File: config.mk
export PLATFORM = sky130hd
export DESIGN_NAME = viterbi_frame_decoder
export DESIGN_NICKNAME = d
export VERILOG_FILES = /design/src/rtl/viterbi_pkg.sv /design/src/rtl/viterbi_acs.sv /design/src/rtl/viterbi_frame_decoder.sv
export SDC_FILE = /design/constraint.sdc
export NUM_CORES = 1
export LEC_CHECK = 0
export ABC_AREA = 1
export CAP_MARGIN = 10
export CORE_UTILIZATION = 35
export DETAILED_ROUTE_END_ITERATION = 6
export PLACE_DENSITY_LB_ADDON = 0.15
export SETUP_SLACK_MARGIN = 0.2
export SYNTH_ARGS = -nofsm -noshare
export SYNTH_HDL_FRONTEND = slang
export SYNTH_SLANG_ARGS = --single-unit
File: constraint.sdc
create_clock -name clk -period 6.1 [get_ports clk]
set_input_delay 1.22 -clock clk [delete_from_list [all_inputs] [get_ports clk]]
set_output_delay 1.22 -clock clk [all_outputs]
set_load 0.005 [all_outputs]
File: src/rtl/viterbi_pkg.sv
// Shared constants, FSM state type and branch-metric helpers for the K=3,
// rate-1/2 hard-decision Viterbi frame decoder.
package viterbi_pkg;

  localparam int NUM_STATES = 4;
  localparam logic [2:0] G1 = 3'b111;
  localparam logic [2:0] G2 = 3'b101;

  typedef enum logic [1:0] {
    ACCEPT = 2'd0,
    TRACE  = 2'd1,
    DONE   = 2'd2
  } fsm_t;

  // Encoder register is {u, s1, s0}; each generator taps it and XOR-reduces.
  function automatic logic [1:0] exp_sym(input logic [1:0] state, input logic u);
    logic [2:0] taps;
    taps = {u, state};
    return {^(taps & G1), ^(taps & G2)};
  endfunction

  function automatic logic [1:0] hamming2(input logic [1:0] a, input logic [1:0] b);
    logic [1:0] d;
    d = a ^ b;
    return {1'b0, d[1]} + {1'b0, d[0]};
  endfunction

endpackage

File: src/rtl/viterbi_acs.sv
// Single add-compare-select unit: saturating sums of two path metrics and
// branch costs, keeps the smaller one (ties go to predecessor a, s0=0).
module viterbi_acs #(
  parameter int METRIC_W = 5
) (
  input  logic [METRIC_W-1:0] pm_a,
  input  logic [METRIC_W-1:0] pm_b,
  input  logic [1:0]          bm_a,
  input  logic [1:0]          bm_b,
  output logic [METRIC_W-1:0] pm_out,
  output logic                dec
);

  localparam logic [METRIC_W-1:0] PM_MAX = '1;

  logic [METRIC_W:0]   sum_a;
  logic [METRIC_W:0]   sum_b;
  logic [METRIC_W-1:0] cand_a;
  logic [METRIC_W-1:0] cand_b;

  assign sum_a  = {1'b0, pm_a} + {{(METRIC_W-1){1'b0}}, bm_a};
  assign sum_b  = {1'b0, pm_b} + {{(METRIC_W-1){1'b0}}, bm_b};
  assign cand_a = sum_a[METRIC_W] ? PM_MAX : sum_a[METRIC_W-1:0];
  assign cand_b = sum_b[METRIC_W] ? PM_MAX : sum_b[METRIC_W-1:0];

  assign dec    = (cand_b < cand_a);
  assign pm_out = dec ? cand_b : cand_a;

endmodule

File: src/rtl/viterbi_frame_decoder.sv
// Frame-based hard-decision Viterbi decoder (K=3, g1=111, g2=101): ACS per
// accepted symbol, N_SYM-cycle traceback, then parallel frame hand-off.
//
//   state  | meaning
//   ACCEPT | taking symbols, updating metrics and survivors
//   TRACE  | walking survivors back, one decoded bit per cycle
//   DONE   | frame presented, waiting for out_ready
module viterbi_frame_decoder
  import viterbi_pkg::*;
#(
  parameter int N_SYM      = 11,
  parameter int METRIC_W   = 5,
  parameter int TERMINATED = 1
) (
  input  logic                clk,
  input  logic                rst_n,
  input  logic                clr,
  input  logic                in_valid,
  output logic                in_ready,
  input  logic [1:0]          in_sym,
  output logic                out_valid,
  input  logic                out_ready,
  output logic [N_SYM-1:0]    out_data,
  output logic [METRIC_W-1:0] out_metric,
  output logic                busy
);

  localparam int CNT_W = $clog2(N_SYM);
  localparam logic [METRIC_W-1:0] PM_MAX  = '1;
  localparam logic [CNT_W-1:0]    CNT_LAST = CNT_W'(N_SYM - 1);

  fsm_t                  state;
  logic [CNT_W-1:0]      sym_cnt;
  logic [1:0]            cur;
  logic [METRIC_W-1:0]   pm     [NUM_STATES];
  logic [METRIC_W-1:0]   pm_new [NUM_STATES];
  logic [NUM_STATES-1:0] dec_new;
  logic [NUM_STATES-1:0] surv   [N_SYM];
  logic [1:0]            start_state;
  logic [METRIC_W-1:0]   start_pm;
  logic                  accept;

  assign accept = in_valid && in_ready;

  // Next state ns = {u, s1}; its predecessors share s1 = ns[0] and differ in s0.
  for (genvar ns = 0; ns < NUM_STATES; ns++) begin : g_acs
    localparam logic [1:0] NS     = 2'(ns);
    localparam logic [1:0] PRED_A = {NS[0], 1'b0};
    localparam logic [1:0] PRED_B = {NS[0], 1'b1};

    viterbi_acs #(.METRIC_W(METRIC_W)) u_acs (
      .pm_a   (pm[PRED_A]),
      .pm_b   (pm[PRED_B]),
      .bm_a   (hamming2(in_sym, exp_sym(PRED_A, NS[1]))),
      .bm_b   (hamming2(in_sym, exp_sym(PRED_B, NS[1]))),
      .pm_out (pm_new[ns]),
      .dec    (dec_new[ns])
    );
  end

  always_comb begin
    start_state = 2'd0;
    start_pm    = pm_new[0];
    if (TERMINATED == 0) begin
      for (int i = 1; i < NUM_STATES; i++) begin
        if (pm_new[i] < start_pm) begin
          start_pm    = pm_new[i];
          start_state = 2'(i);
        end
      end
    end
  end

  // Survivor memory is never cleared: every entry is written before traceback reads it.
  always_ff @(posedge clk) begin
    if (accept && !clr) begin
      surv[sym_cnt] <= dec_new;
    end
  end

  always_ff @(posedge clk or negedge rst_n) begin
    if (!rst_n) begin
      state      <= ACCEPT;
      sym_cnt    <= '0;
      cur        <= 2'd0;
      in_ready   <= 1'b1;
      out_valid  <= 1'b0;
      out_data   <= '0;
      out_metric <= '0;
      busy       <= 1'b0;
      for (int i = 0; i < NUM_STATES; i++) pm[i] <= (i == 0) ? '0 : PM_MAX;
    end else if (clr) begin
      state     <= ACCEPT;
      sym_cnt   <= '0;
      in_ready  <= 1'b1;
      out_valid <= 1'b0;
      busy      <= 1'b0;
      for (int i = 0; i < NUM_STATES; i++) pm[i] <= (i == 0) ? '0 : PM_MAX;
    end else begin
      case (state)
        ACCEPT: begin
          if (accept) begin
            for (int i = 0; i < NUM_STATES; i++) pm[i] <= pm_new[i];
            if (sym_cnt == CNT_LAST) begin
              state      <= TRACE;
              in_ready   <= 1'b0;
              busy       <= 1'b1;
              cur        <= start_state;
              out_metric <= start_pm;
            end else begin
              sym_cnt <= sym_cnt + 1'b1;
            end
          end
        end
        TRACE: begin
          for (int i = 0; i < N_SYM; i++) begin
            if (sym_cnt == CNT_W'(N_SYM - 1 - i)) out_data[i] <= cur[1];
          end
          cur <= {cur[0], surv[sym_cnt][cur]};
          if (sym_cnt == '0) begin
            state     <= DONE;
            out_valid <= 1'b1;
          end else begin
            sym_cnt <= sym_cnt - 1'b1;
          end
        end
        DONE: begin
          if (out_ready) begin
            state     <= ACCEPT;
            out_valid <= 1'b0;
            in_ready  <= 1'b1;
            busy      <= 1'b0;
            sym_cnt   <= '0;
            for (int i = 0; i < NUM_STATES; i++) pm[i] <= (i == 0) ? '0 : PM_MAX;
          end
        end
        default: state <= ACCEPT;
      endcase
    end
  end

endmodule

; Word-level counts from Yosys, hierarchy flattened
; Memory sizes are Yosys's and may differ from the RTL's.
; Cells that the tools add are included.
[classes]
n_addsub = 14
order_cmp = 5
eq_ne = 20
n_mux = 48
bitwise = 4
reduce_logical = 27
[op_table]
columns = op, count
row1 = 20-bit two-way mux, 3
row2 = 5-bit two-way mux, 12
row3 = 5-bit by 2-bit adder with 6-bit output, 8
row4 = 20-bit one-hot mux with 2 select lines, 1
row5 = 3-bit AND reduction, 13
row6 = 5-bit < comparator, 4
row7 = 4-bit two-way mux, 5
row8 = "3-bit inequality test, second input constant", 6
row9 = "4-bit by 3-bit == test with 1-bit output, second input constant", 4
row10 = 4-bit AND reduction, 4
row11 = 2-bit two-way mux, 7
row12 = 1-bit two-way mux, 13
row13 = "4-bit == test, second input constant", 3
row14 = 4-bit one-hot mux with 3 select lines, 1
row15 = 1-bit by 1-bit adder with 2-bit output, 4
row16 = "4-bit by 2-bit == test with 1-bit output, second input constant", 2
row17 = 1-bit one-hot mux with 2 select lines, 3
row18 = 2-bit one-hot mux with 3 select lines, 1
row19 = 3-bit nonzero test, 2
row20 = 5-bit AND reduction, 1
row21 = "4-bit by 1-bit adder with 4-bit output, second input constant", 1
row22 = "4-bit by 1-bit == test with 1-bit output, second input constant", 1
row23 = 4-bit zero test, 1
row24 = "2-bit inequality test, second input constant", 2
row25 = other kinds (13), 16
[totals]
reg_bits = 47
mem_bits_rw = 44
word_cells = 141
memories = 1
[mem_list]
columns = name, words, word_bits, rd, rd_clocked_by_memory_dff, wr, line_no
row1 = surv, 11, 4, 1, 0, 1, viterbi_frame_decoder.sv:38  ; logic [NUM_STATES-1:0] surv [N_SYM];

; Logic depth before layout (Yosys ltp)
[logic_depth]
depth_word = 9
ltp_mapped = 22

; Hierarchy
; From an unflattened synthesis, not the netlist that was laid out.
[unflattened]
hier_cells = 792
hier_area_um2 = 6306.0
[by_module_without_submodules]
columns = mod, instances, cells_per_inst, area_each_um2, seq_area_each_um2
row1 = viterbi_frame_decoder, 1, 447, 4255.3, 2517.4
row2 = viterbi_acs at g_acs[1].u_acs ..., 2, 87, 513.0, 0.0
row3 = viterbi_acs at g_acs[3].u_acs, 1, 85, 515.5, 0.0
row4 = viterbi_acs at g_acs[0].u_acs, 1, 86, 509.2, 0.0

; Worst setup path before layout
; No wires, ideal clock.
[synth_path]
path_type = input -> register
from = in in_sym[0]
to = mem surv[0][3], data pin
setup_ps = 174
t_arrival_ps = 3624
required_ps = 5926
setup_slack_ps = 2302
cell_stages = 17
path_buffers = 0
cell_sequence = inv_1 -> ha_1 -> inv_1 -> ha_1 -> ha_1 -> inv_1 -> nand2_1 -> nand3_1 -> xor2_1 -> or2_1 -> inv_1 -> ha_1 -> nand2_1 -> nor2_1 -> a211oi_2 -> nand2_2 -> inv_1
[synth_via]
elab_chain_len = 5
word_cells_on_any_way = 8
classes_between = add/sub (4) / order compare (1) / mux (2) / bitwise (1)
[synth_lines]
columns = item, line_no
row1 = start: declaration, viterbi_frame_decoder.sv:20  ; input logic [1:0] in_sym,
row2 = 1-bit NOT (no line), --
row3 = 1-bit by 1-bit adder with 2-bit output, viterbi_pkg.sv:25  ; return {1'b0, d[1]} + {1'b0, d[0]};
row4 = 5-bit by 2-bit adder with 6-bit output, viterbi_acs.sv:21  ; assign sum_a = {1'b0, pm_a} + {{(METRIC_W-1){1'b0}}, bm_a};
row5 = 5-bit two-way mux, viterbi_acs.sv:23  ; assign cand_a = sum_a[METRIC_W] ? PM_MAX : sum_a[METRIC_W-1:0];
row6 = 5-bit < comparator (*), viterbi_acs.sv:26  ; assign dec = (cand_b < cand_a);
row7 = via g_acs[3].u_acs.dec, viterbi_acs.sv:11  ; output logic dec
row8 = end: declaration, viterbi_frame_decoder.sv:38
; Mark *: on every way through the listed nets, which the timed path passes. The rest lies on a longest branch.

; Final worst setup path
[layout_path]
from = in in_sym[0]
to = mem surv[10][1], data pin
[layout_via]
elab_chain_len = 5
word_cells_on_any_way = 8
classes_between = add/sub (4) / order compare (1) / mux (2) / bitwise (1)
[layout_lines]
columns = item, line_no
row1 = 1-bit NOT (no line), --
row2 = 1-bit by 1-bit adder with 2-bit output, viterbi_pkg.sv:25
row3 = 5-bit by 2-bit adder with 6-bit output, viterbi_acs.sv:22  ; assign sum_b = {1'b0, pm_b} + {{(METRIC_W-1){1'b0}}, bm_b};
row4 = 5-bit two-way mux, viterbi_acs.sv:24  ; assign cand_b = sum_b[METRIC_W] ? PM_MAX : sum_b[METRIC_W-1:0];
row5 = 5-bit < comparator (*), viterbi_acs.sv:26
row6 = via g_acs[1].u_acs.dec, viterbi_acs.sv:11
; Marked as above.

==> flow_metrics.tcl <==
set metrics [dict create \
    status "finished, final reports clean" \
    nets 847 \
    clock_skew_ps 9.821 \
    synth_area_leaders "edfxtp_1 21%, dfrtp_1 13%, nand2_1 12%" \
    crit_path_start "in_sym[0]" \
    hold_ws_ps 483.0 \
    synth_xor_area_share_pct 1.827 \
    synth_largest_area_cell "edfxtp_1" \
    synth.area.mux_share_pct 0 \
    post_drt_wl_per_cell_um 14.32 \
    r2r_slack_ps 3040 \
    drive_gt1_share_pct 14.00 \
    dpl_cell_area_sq_mm 0.006589 \
    cts_resized 0 \
    cts_buffer_depth 2 \
    maxCapViolations 0 \
    clkTransAtPathRegs_ps 70 \
    synthToLayoutAreaGrowth_pct 11.53 \
    cts_buffers 9 \
    cts_hold_buf 0 \
    vias_per_cell 4.879 \
    critPathKind "input pin to flip-flop" \
    grt_max_degree 48 \
    dieArea_sq_mm 0.01814 \
    io_buffers 25 \
    max_freq_mhz 218.8 \
    slew-limit-headroom_pct 41.98 \
    grt_use_total_pct 17.15 \
    cts_setup_buffers 0 \
    yosysMostFrequentCell "nand2_1" \
    grt_overflow 0 \
    placementRows 48 \
    fin_area_sq_mm 0.006874 \
    dp.cells 1009 \
    clk_latency_ps 360 \
    clock_sinks 91 \
    cts_max_level 3 \
    synth-seq-cells 91 \
    rsz0062_at_grt "false" \
    nFillCells 1746 \
    end_kind "flip-flop" \
    synthesis.area_sq_mm 0.006163 \
    hold_class "flip-flop to flip-flop" \
    r2r_end "surv[7][3]$_DFFE_PP_" \
    synth_area_per_cell_sq_um 7.953 \
    ios 26 \
    diodes 0 \
    coreArea_sq_mm 0.01724 \
    power_leakage_nw 3.154 \
    ff2ff_path_depth 14 \
    synth-compound-area-share_pct 8.831 \
    synthAdderAreaFrac_pct 9.135 \
    grt_antenna_before_repair 0 \
    finalNonFillerCells 1025 \
    dr.pass1.iters 5 \
    rr_startpoint "pm[5]$_DFFE_PN1P_" \
    ant_nets 0 \
    setup_tns_ps 0 \
    endpoint "surv[10][1]$_DFFE_PP_" \
    start_util_pct 35.76 \
    ir_drop_v 0.0003872 \
    vias 5001 \
    synth_warnings 0 \
    async_flop_share_pct 51.65 \
    worst_pin_slew_ps 867.1 \
    synth-simple-area-share_pct 30.63 \
    synth_top_family_by_area "simple AND/OR/NAND/NOR gates" \
    synth_top_area_share_pct 21.44 \
    cp.arrival_ps 4720 \
    synthCells 775 \
    synthDistinctLibCells 44 \
    drtIter0Drc 335 \
    fin_crit_ps 4571 \
    synth_edf_count 44 \
    cp-start-kind "input pin" \
    place.gp.congestion 0.8378 \
    cts_tree "done" \
    root_buffer "clkbuf_16" \
    setup_viol 0 \
    synth_commonest_cells "192 x nand2_1, 90 x inv_1, 78 x nor2_1, 71 x nand3_1, 45 x ha_1" \
    grt_pass1_wl_mm 23.99 \
    ys.flop_type "edfxtp_1" \
    power.density_mw_per_mm2 559.4 \
    ys_seq_area_share_pct 40.84 \
    post-route-period-util_pct 74.93 \
    worstHoldPathCells 2 \
    required_ps 6250 \
    drc 0 \
    first_global_vias 4622 \
    die_x_um 134.7 \
    hold_viol 0 \
    critPathMaxFanout 11 \
    synth_nets 827 \
    hpwlAfterDp_mm 10.97 \
    die_h_um 134.7 \
    drv_slew 0 \
    drt_wl_total_mm 14.67 \
]
==> placed cells by master (no fill, tap or decap), types with 15 or more instances in the layout <==
cell / instances
a21oi_1: 21
clkdlybuf4s50_1: 24
dfrtp_1: 31
dfstp_2: 16
edfxtp_1: 44
ha_1: 45
inv_1: 90
inv_2: 19
nand2_1: 192
nand2_2: 15
nand3_1: 71
nand3_2: 16
nand4_1: 15
nor2_1: 78
o21ai_0: 27
o21ai_1: 16
==> area by class of cell <==
| class | instances | area (sq um) | share of cell area, % |
|---|---|---|---|
| multi-input cells | 554 | 3108 | 45.21 |
| flip-flops and latches | 91 | 2517 | 36.62 |
| well taps | 225 | 281.5 | 4.095 |
| clock inverters | 7 | 60.06 | 0.8737 |
| repair buffers | 26 | 252.7 | 3.677 |
| inverters | 113 | 429.2 | 6.243 |
| clock buffers | 9 | 225.2 | 3.276 |
==> through the flow <==
| step | total power [mW] | util [%] | setup WS, ps |
|---|---|---|---|
| 2_1_floorplan | 2.748 | - | 2302 |
| 3_5_place_dp | 3.305 | 38.23 | 1180 |
| 5_1_grt | 4.218 | 39.88 | 1244 |
| 6_report | 3.845 | 39.88 | 1529 |
| 4_1_cts | 3.874 | 39.88 | 1551 |
| 3_3_place_gp | 3.248 | 38.23 | 1406 |
==> report_power, final <==
group	leakage [nW]	internal, mW	switching [mW]
clock network	0.136	0.284	0.264
registers	0.967	0.960	0.153
logic	2.05	0.760	1.42
==> worst min path at each step <==
stage	from	slack (ps)	to
global placement	out_data[7]$_DFFE_PN0P_	470	out_data[7]$_DFFE_PN0P_
finish	out_data[7]$_DFFE_PN0P_	480	out_data[7]$_DFFE_PN0P_
detailed placement	out_metric[3]$_DFFE_PN0P_	470	out_metric[3]$_DFFE_PN0P_
global route	out_metric[3]$_DFFE_PN0P_	510	out_metric[3]$_DFFE_PN0P_
CTS	out_metric[3]$_DFFE_PN0P_	490	out_metric[3]$_DFFE_PN0P_
floorplan	pm[15]$_DFFE_PN0P_	460	pm[15]$_DFFE_PN0P_
==> cell families after synthesis <==
| family | count (synthesis) |
|---|---|
| flops | 91 |
| compound gates | 88 |
| xor+xnor | 12 |
| fa+ha+maj | 45 |
| simple gates | 409 |
| buf+inv | 130 |
==> registers in the layout, indices dropped and copies added, names as in the netlist, 2 cells and up <==
| name | count |
|---|---|
| surv | 44 |
| out_data | 11 |
| pm | 20 |
| cur | 2 |
| sym_cnt | 4 |
| out_metric | 5 |
| state | 2 |
==> worst max-delay path, cell delays in order <==
cell and delay (ps):
clkdlybuf4s50_1 570, inv_1 130, ha_1 360, inv_1 90, ha_1 260, ha_1 220, inv_1 50, nand2_1 70
nand3_1 90, xor2_1 150, inv_1 60, nand2_1 90, inv_1 50, ha_1 290, nand2_1 100, nor2_1 60
a211oi_2 380, nand2_2 200, inv_1 280
==> metal layers <==
metal | vias to the layer above | GRT usage [%] | share of wire [%] | routed length [um]
met4 | 0 | 4.806 | 1.0 | 154
met5 | - | 0 | 0 | 0
met2 | 81 | 28.26 | 48 | 7079
met3 | 12 | 3.228 | 3.8 | 555
met1 | 2342 | 22.90 | 47 | 6883
li1 | 2566 | - | - | -
Note: power is estimated with default switching activity, not from simulation.
